`config.mk`:
```
export PLATFORM = sky130hd
export DESIGN_NAME = addr_fetch
export DESIGN_NICKNAME = d
export VERILOG_FILES = /design/src/rtl/op_pkg.sv /design/src/rtl/fetch_fifo.sv /design/src/rtl/addr_fetch.sv
export SDC_FILE = /design/constraint.sdc
export NUM_CORES = 1
export LEC_CHECK = 0
export ABC_AREA = 1
export CORE_ASPECT_RATIO = 2
export CORE_MARGIN = 5
export CORE_UTILIZATION = 49
export CTS_CLUSTER_DIAMETER = 60
export DETAILED_ROUTE_END_ITERATION = 16
export DONT_BUFFER_PORTS = 1
export HOLD_SLACK_MARGIN = 0.1
export PLACE_DENSITY_LB_ADDON = 0.15
export SKIP_CTS_REPAIR_TIMING = 1
export SLEW_MARGIN = 20
export SYNTH_ARGS = -nofsm -noshare
export SYNTH_HDL_FRONTEND = slang
export SYNTH_HIERARCHICAL = 1
export SYNTH_SLANG_ARGS = --single-unit
```
`constraint.sdc`:
```
create_clock -name clk -period 3.24 [get_ports clk]
set_clock_uncertainty 0.2 [all_clocks]
set_input_delay 0.486 -clock clk [delete_from_list [all_inputs] [get_ports clk]]
set_output_delay 0.486 -clock clk [all_outputs]
set_load 0.02 [all_outputs]
```
`src/rtl/op_pkg.sv`:
```
// Shared parameters and FSM encoding for the address-fetch datapath.
package op_pkg;
  localparam int unsigned ADDR_W_DEF = 16;
  localparam int unsigned DATA_W_DEF = 16;
  localparam int unsigned DEPTH_DEF  = 4;

  typedef enum logic [1:0] {
    ST_IDLE  = 2'd0,
    ST_RUN   = 2'd1,
    ST_DRAIN = 2'd2
  } state_t;
endpackage

```
`src/rtl/fetch_fifo.sv`:
```
// Synchronous return buffer: DEPTH entries, first-word-fall-through head.
module fetch_fifo #(
  parameter int unsigned DATA_W = 16,
  parameter int unsigned DEPTH  = 4
) (
  input  logic                       clk,
  input  logic                       rst,
  input  logic                       i_push,
  input  logic [DATA_W-1:0]          i_data,
  input  logic                       i_pop,
  output logic [DATA_W-1:0]          o_data,
  output logic [$clog2(DEPTH):0]     o_count,
  output logic                       o_empty
);
  localparam int unsigned PW = $clog2(DEPTH);

  logic [DATA_W-1:0] r_mem [DEPTH];
  logic [PW-1:0]     r_wptr;
  logic [PW-1:0]     r_rptr;
  logic [PW:0]       r_count;
  logic              w_push;
  logic              w_pop;

  assign w_pop   = i_pop && (r_count != '0);
  assign w_push  = i_push && ((r_count != (PW+1)'(DEPTH)) || w_pop);
  assign o_empty = (r_count == '0);
  assign o_count = r_count;
  assign o_data  = r_mem[r_rptr];

  always_ff @(posedge clk) begin
    if (w_push) r_mem[r_wptr] <= i_data;
  end

  always_ff @(posedge clk) begin
    if (rst) begin
      r_wptr  <= '0;
      r_rptr  <= '0;
      r_count <= '0;
    end else begin
      if (w_push) r_wptr <= r_wptr + 1'b1;
      if (w_pop)  r_rptr <= r_rptr + 1'b1;
      case ({w_push, w_pop})
        2'b10:   r_count <= r_count + 1'b1;
        2'b01:   r_count <= r_count - 1'b1;
        default: r_count <= r_count;
      endcase
    end
  end
endmodule

```
`src/rtl/addr_fetch.sv`:
```
// Frame-based SRAM read engine: issues addresses from the generator and
// returns fetched words in order through a small credit-limited buffer.
module addr_fetch
  import op_pkg::*;
#(
  parameter int unsigned ADDR_W = ADDR_W_DEF,
  parameter int unsigned DATA_W = DATA_W_DEF,
  parameter int unsigned DEPTH  = DEPTH_DEF
) (
  input  logic              clk,
  input  logic              rst,
  input  logic              start,
  input  logic [15:0]       cfg_len,
  input  logic              in_valid,
  output logic              in_ready,
  input  logic [ADDR_W-1:0] in_addr,
  output logic              mem_ren,
  output logic [ADDR_W-1:0] mem_raddr,
  input  logic [DATA_W-1:0] mem_rdata,
  output logic              out_valid,
  input  logic              out_ready,
  output logic [DATA_W-1:0] out_data,
  output logic              busy,
  output logic              done
);
  localparam int unsigned CW = $clog2(DEPTH) + 1;

  state_t            r_state;
  state_t            w_next_state;
  logic [15:0]       r_len;
  logic [15:0]       r_issued;
  logic [15:0]       r_delivered;
  logic              r_inflight;
  logic              r_zero_done;
  logic [CW-1:0]     w_count;
  logic [CW-1:0]     w_occ;
  logic              w_empty;
  logic              w_pop;
  logic [DATA_W-1:0] w_head;

  // Occupancy counts the word still in the SRAM pipe so the buffer can never overflow.
  assign w_occ     = w_count + CW'(r_inflight);
  assign mem_ren   = in_valid && in_ready;
  assign mem_raddr = mem_ren ? in_addr : '0;
  assign out_valid = !w_empty;
  assign out_data  = w_empty ? '0 : w_head;
  assign w_pop     = out_valid && out_ready;

  always_ff @(posedge clk) begin
    if (rst) r_state <= ST_IDLE;
    else     r_state <= w_next_state;
  end

  always_comb begin
    w_next_state = r_state;
    case (r_state)
      ST_IDLE:  if (start && (cfg_len != 16'd0)) w_next_state = ST_RUN;
      ST_RUN:   if (r_issued == r_len)           w_next_state = ST_DRAIN;
      ST_DRAIN: if (r_delivered == r_len)        w_next_state = ST_IDLE;
      default:  w_next_state = ST_IDLE;
    endcase
  end

  always_comb begin
    in_ready = (r_state == ST_RUN) && (r_issued < r_len) && (w_occ < CW'(DEPTH));
    busy     = (r_state == ST_RUN) || (r_state == ST_DRAIN);
    done     = ((r_state == ST_DRAIN) && (r_delivered == r_len)) || r_zero_done;
  end

  always_ff @(posedge clk) begin
    if (rst) begin
      r_len       <= '0;
      r_issued    <= '0;
      r_delivered <= '0;
      r_inflight  <= 1'b0;
      r_zero_done <= 1'b0;
    end else begin
      r_inflight  <= mem_ren;
      r_zero_done <= (r_state == ST_IDLE) && start && (cfg_len == 16'd0);
      if ((r_state == ST_IDLE) && start) begin
        r_len       <= cfg_len;
        r_issued    <= '0;
        r_delivered <= '0;
      end else begin
        if (mem_ren) r_issued    <= r_issued + 16'd1;
        if (w_pop)   r_delivered <= r_delivered + 16'd1;
      end
    end
  end

  fetch_fifo #(
    .DATA_W (DATA_W),
    .DEPTH  (DEPTH)
  ) u_fifo (
    .clk     (clk),
    .rst     (rst),
    .i_push  (r_inflight),
    .i_data  (mem_rdata),
    .i_pop   (w_pop),
    .o_data  (w_head),
    .o_count (w_count),
    .o_empty (w_empty)
  );
endmodule

```
==> results.toml, run 1 <==
[power]
vdd_drop_max_v = 0.000409
p_seq_frac = 0.391
p_leak_nw = 3.18
p_clk_frac = 0.392
power_density_nw_per_um2 = 620
power_frac_comb = 0.216
p_switching_mw = 1.44
intPower_mw = 3.15
swShare = 0.314

[synthesis]
yosys.area.top_type_share = 0.307
yosysWarnings = 6
syn_inst = 785
syn-num-nets = 865
netlist_area_um2 = 6270
synth_cell_types = 34
ys_seq_elements = 125
yosysTopAreaCell = "edfxtp_1"
avgSynthCellArea_um2 = 7.99
synth_area_leaders = "edfxtp_1, dfxtp_1, nand2_1"
ys_seq_area_frac = 0.501

[placement]
hpwl_um = 11200
place.gp.congestion = 0.840
portBuffers = 0
dp_cells = 940
place_area_um2 = 6540
dp_slack_ns = 0.557

[timing]
worstMarginPinSlew_ns = 0.886
rsz0062_at_grt = "false"
fmax_mhz = 337
finalHoldViolCount = 0
setup_viol = 0
fin_ws_ns = 0.271
fin_setup_tns_ns = 0
timing.hold.ws_ns = 0.0920
period_minus_slack_ns = 2.97
timing.final.crit_share = 0.916
report.final.slew_viol_count = 0
slew_headroom = 0.409

[run]
cap_violations = 0

[cells_and_area]
diodes = 0
drive_above_1_share = 0.0894
area_growth_pct = 18.0
finalInstanceArea_um2 = 7400
layout_commonest_cell = "nand2_1"
stdcell_count = 1000
final_cell_mix = "nand2_1, inv_1, nor2_1"
nNetsFinal = 917

[run_status]
status = "finished clean"

[route]
drtIter0Drc = 197
wire_per_inst_um = 15.3
via_count = 5193
viasPerCell = 5.19
drtPass1Iterations = 4
drtAntennaViolNets = 0
drt-total-wl_um = 15300
drc = 0

[global_routing]
grt_start_max_net_pins = 33
antenna_found_initial = 0
overflow = 0
grt_pass1_wl_um = 23900
grt_pass1_vias = 5123
grt_usage = 0.196

[worst_setup_path]
crit_fanout = 23
worstSetupPathType = "reg -> out"
worstPathRequired_ns = 2.55
cp-end-kind = "primary output"
start_kind = "flip-flop"
arrival_ns = 2.28

[floorplan]
fp.coreArea_um2 = 12600
die_x_um = 90.0
start_util = 0.499
rows = 58
die_h_um = 170
io_pins = 90
fp.dieArea_um2 = 15300

[clocking]
clock-sinks = 125
clock_latency_ns = 0.41
root_buffer = "clkbuf_16"
htreeDepth = 4
cts_made_buffers = 17
clkSlewWorstSetupHoldPaths_ns = 0.06
clk_path_buf_depth = 2
cts_tree = "built"

[hold_path]
hold_path.class = "in -> reg"
## registers in the layout, summed over array words and instances, names as in the netlist, named ones only
register        flops
r_issued           16
u_fifo/r_mem       64
u_fifo/r_rptr       2
r_delivered        16
r_state             2
u_fifo/o_count      3
r_len              16
u_fifo/r_wptr       2
r_inflight          1
r_zero_done         1
## power groups by stage
stage	clock network, mW	logic [mW]	registers, mW
floorplan	0	0.737	1.82
global placement	0	0.933	1.83
detailed placement	0	0.957	1.83
CTS	1.85	0.962	1.80
global route	1.92	1.11	1.80
finish	1.80	0.992	1.80
## synthesized netlist by cell type
| master | n |
|---|---|
| a211oi_1 | 1 |
| a21oi_1 | 25 |
| a31o_2 | 1 |
| buf_2 | 9 |
| buf_4 | 5 |
| buf_6 | 1 |
| clkbuf_1 | 6 |
| clkinv_1 | 1 |
| clkinv_2 | 1 |
| dfxtp_1 | 61 |
| edfxtp_1 | 64 |
| fa_1 | 1 |
| ha_1 | 26 |
| inv_1 | 142 |
| inv_2 | 5 |
| nand2_1 | 143 |
| nand2_2 | 2 |
| nand2_4 | 1 |
| nand3_1 | 32 |
| nand3_2 | 1 |
| nand4_1 | 19 |
| nor2_1 | 130 |
| nor2_2 | 2 |
| nor2_4 | 2 |
| nor3_1 | 16 |
| nor3_2 | 1 |
| nor3_4 | 1 |
| nor3b_2 | 1 |
| nor4_1 | 1 |
| o21ai_0 | 22 |
| o21ai_1 | 30 |
| o21bai_1 | 1 |
| o22ai_1 | 30 |
| xor2_1 | 1 |
## per-stage QoR
step | utilization | total power [mW]
3_3_place_gp | 0.521 | 2.76
5_1_grt | 0.589 | 4.84
2_1_floorplan | - | 2.55
4_1_cts | 0.566 | 4.61
6_report | 0.589 | 4.59
3_5_place_dp | 0.521 | 2.79
## path summary, 6_finish.rpt
kind                                   startpoint                end  slack, ns  depth (start not counted)
worst max-delay path                     r_len[5]           in_ready       0.27                         10
worst min-delay path                          rst         r_state[1]       0.09                          3
worst max register to register  u_fifo/o_count[1]  u_fifo/o_count[2]       0.54                         18
worst min register to register     r_delivered[3]     r_delivered[3]       0.29                          1
## layout make-up
type	count	area, um^2
Clock inverter	14	135
Inverter	149	561
Fill cell	1127	5160
Clock buffer	18	439
Multi-Input combinational cell	490	2460
Timing Repair Buffer	54	475
Sequential cell	125	3140
Tap cell	150	188
## worst max-delay path: stages (launching register included)
cell and delay [ns]:
dfxtp_1 0.33, inv_1 0.11, ha_1 0.33, a21oi_1 0.15, nor2_1 0.05, nor3_1 0.12
nand2_1 0.07, nand2_1 0.13, buf_4 0.27, nand2_1 0.14, inv_1 0.18
## routing by layer
layer / part of all wire / GRT usage / vias to the layer above
li1: - / - / 2637
met1: 0.35 / 0.172 / 2396
met2: 0.58 / 0.384 / 120
met3: 0.028 / 0.0491 / 40
met4: 0.047 / 0.121 / 0
met5: 0 / 0 / -
## cells by family (layout without fill, tap and decap cells)
logic type                 after synthesis  after routing  synth area share
adders and majority gates               27             27            0.0551
and+or+nand+nor                        352            352             0.239
xor gates and xnor gates                 1              1           0.00140
AOI/OAI and AO/OA                      110            110            0.0952
buffers and inverters                  170            235             0.108
DFF                                    125            125             0.501
Note: power is estimated with default switching activity, not from simulation.
==> run 2: changes to the inputs <==
- CORE_UTILIZATION: 49 -> 60
==> results.toml, run 2 (synthesis gave the netlist of run 1 again) <==
[global_routing]
grt_pass1_wl_um = 23200
use_met2 = 0.471
antenna_found_initial = 0
overflow = 0
met1_usage = 0.223
grt_usage = 0.241
grt_pass1_vias = 5066
grt.busiest_layer = "met2"
use_met3 = 0.0518
grt_start_max_net_pins = 33

[cells_and_area]
final_cell_mix = "nand2_1, inv_1, nor2_1"
nNetsFinal = 919
finalInstanceArea_um2 = 7420
diodes = 0
area_growth_pct = 18.3
drive_above_1_share = 0.0880
regMostFlops = "u_fifo/r_mem"
layout_commonest_cell = "nand2_1"
largest_reg_flops = 64

[route]
via_count = 5320
wire_per_inst_um = 15.4
drc = 0
drtPass1Iterations = 5
drtAntennaViolNets = 0
drtIter0Drc = 267
drt-total-wl_um = 15200
viasPerCell = 5.39

[hold_path]
hold_path.class = "in -> reg"
whs_path_depth = 3

[worst_setup_path]
cp_slowest_cell = "ha_1"
reg2reg_depth = 17
crit_path_max_incr_delay_ns = 0.33
worstSetupPathType = "reg -> out"
cp_top_family = "buffers and inverters"
crit_buf_inv = 4
worstPathRequired_ns = 2.55
arrival_ns = 2.33
cp_common_cell = "inv_1"
cp_cell_sequence = "inv_1 > ha_1 > nand2_1 > inv_1 > o21bai_1 > a21oi_1 > nor2_4 > buf_4 > nand2_1 > inv_1"
crit_fanout = 23
start_kind = "flip-flop"
crit_cells = 10
cp-end-kind = "primary output"

[timing]
timing.hold.ws_ns = 0.0930
slew_headroom = 0.398
fin_ws_ns = 0.227
fmax_mhz = 332
setup_viol = 0
period_minus_slack_ns = 3.01
timing.final.crit_share = 0.930
rsz0062_at_grt = "false"
fin_setup_tns_ns = 0
finalHoldViolCount = 0
worstMarginPinSlew_ns = 0.902
report.final.slew_viol_count = 0

[floorplan]
die_x_um = 82.3
start_util = 0.618
rows = 52
io_pins = 90
fp.coreArea_um2 = 10100
fp.dieArea_um2 = 12700
die_h_um = 155

[clocking]
cts_made_buffers = 17
root_buffer = "clkbuf_16"
htreeDepth = 4
cts_tree = "built"
clock_latency_ns = 0.41
clkSlewWorstSetupHoldPaths_ns = 0.06
clock-sinks = 125
clk_path_buf_depth = 2

[placement]
place.gp.congestion = 0.896
hpwl_um = 10900
dp_slack_ns = 0.529
place_area_um2 = 6520
portBuffers = 0

[power]
intPower_mw = 3.21
power_density_nw_per_um2 = 625
swShare = 0.308
p_clk_frac = 0.396
p_seq_frac = 0.388
p_leak_nw = 3.21
vdd_drop_max_v = 0.000479
power_frac_comb = 0.216
p_switching_mw = 1.43

[run_status]
status = "finished clean"

[run]
cap_violations = 0
[run 2: cell types whose count changed in the layout (fill, tap and decap cells not counted), sizes merged]
cell,change
dlygate4sd3,+2
clkinvlp,-3
clkinv,-1
bufinv,-1
clkbuf,+5
[run 2: power by group through the flow]
stage                     clock [mW]  sequential, mW  combinational [mW]
after floorplan                    0            1.82               0.737
after global placement             0            1.83               0.921
after detailed placement           0            1.83               0.954
after CTS                       1.86            1.80               0.957
after global routing            1.94            1.80                1.11
final                           1.83            1.80                1.00
[run 2: layout make-up]
class | instances | area [um^2]
flip-flops and latches | 125 | 3140
fillers | 772 | 2730
repair buffers | 56 | 495
multi-input cells | 490 | 2460
inverters | 149 | 561
clock inverters | 9 | 70.1
clock buffers | 23 | 523
well taps | 135 | 169
[run 2: stage by stage]
| stage | cells | utilization | power, mW |
|---|---|---|---|
| 2_1_floorplan | 785 | - | 2.55 |
| 3_3_place_gp | 925 | 0.642 | 2.75 |
| 3_5_place_dp | 925 | 0.642 | 2.78 |
| 4_1_cts | 957 | 0.700 | 4.61 |
| 5_1_grt | 987 | 0.731 | 4.85 |
| 6_report | 987 | 0.731 | 4.63 |
[run 2: worst paths after layout]
kind / to / from / slack [ns]
max: in_ready / r_len[9] / 0.23
min: r_state[0] / rst / 0.09
max reg2reg: u_fifo/o_count[2] / u_fifo/o_count[1] / 0.43
min reg2reg: r_delivered[11] / r_delivered[11] / 0.30
[run 2: routing by layer]
metal	part of all wire	up-vias
met5	0	-
met4	0.030	0
met3	0.041	38
met2	0.58	167
met1	0.34	2469
li1	-	2646
[run 2: worst reg2reg max path, stage by stage (launching register included)]
cell	delay, ns
dfxtp_1	0.34
nor2_1	0.16
nand2_1	0.12
inv_1	0.11
clkinv_2	0.08
nand2_4	0.11
inv_1	0.11
nor2_1	0.12
nand2_1	0.14
nand2_1	0.18
ha_1	0.19
inv_1	0.07
fa_1	0.38
nand2_1	0.08
nand3_1	0.10
nand2_1	0.08
nand2_1	0.06
nor2_1	0.11
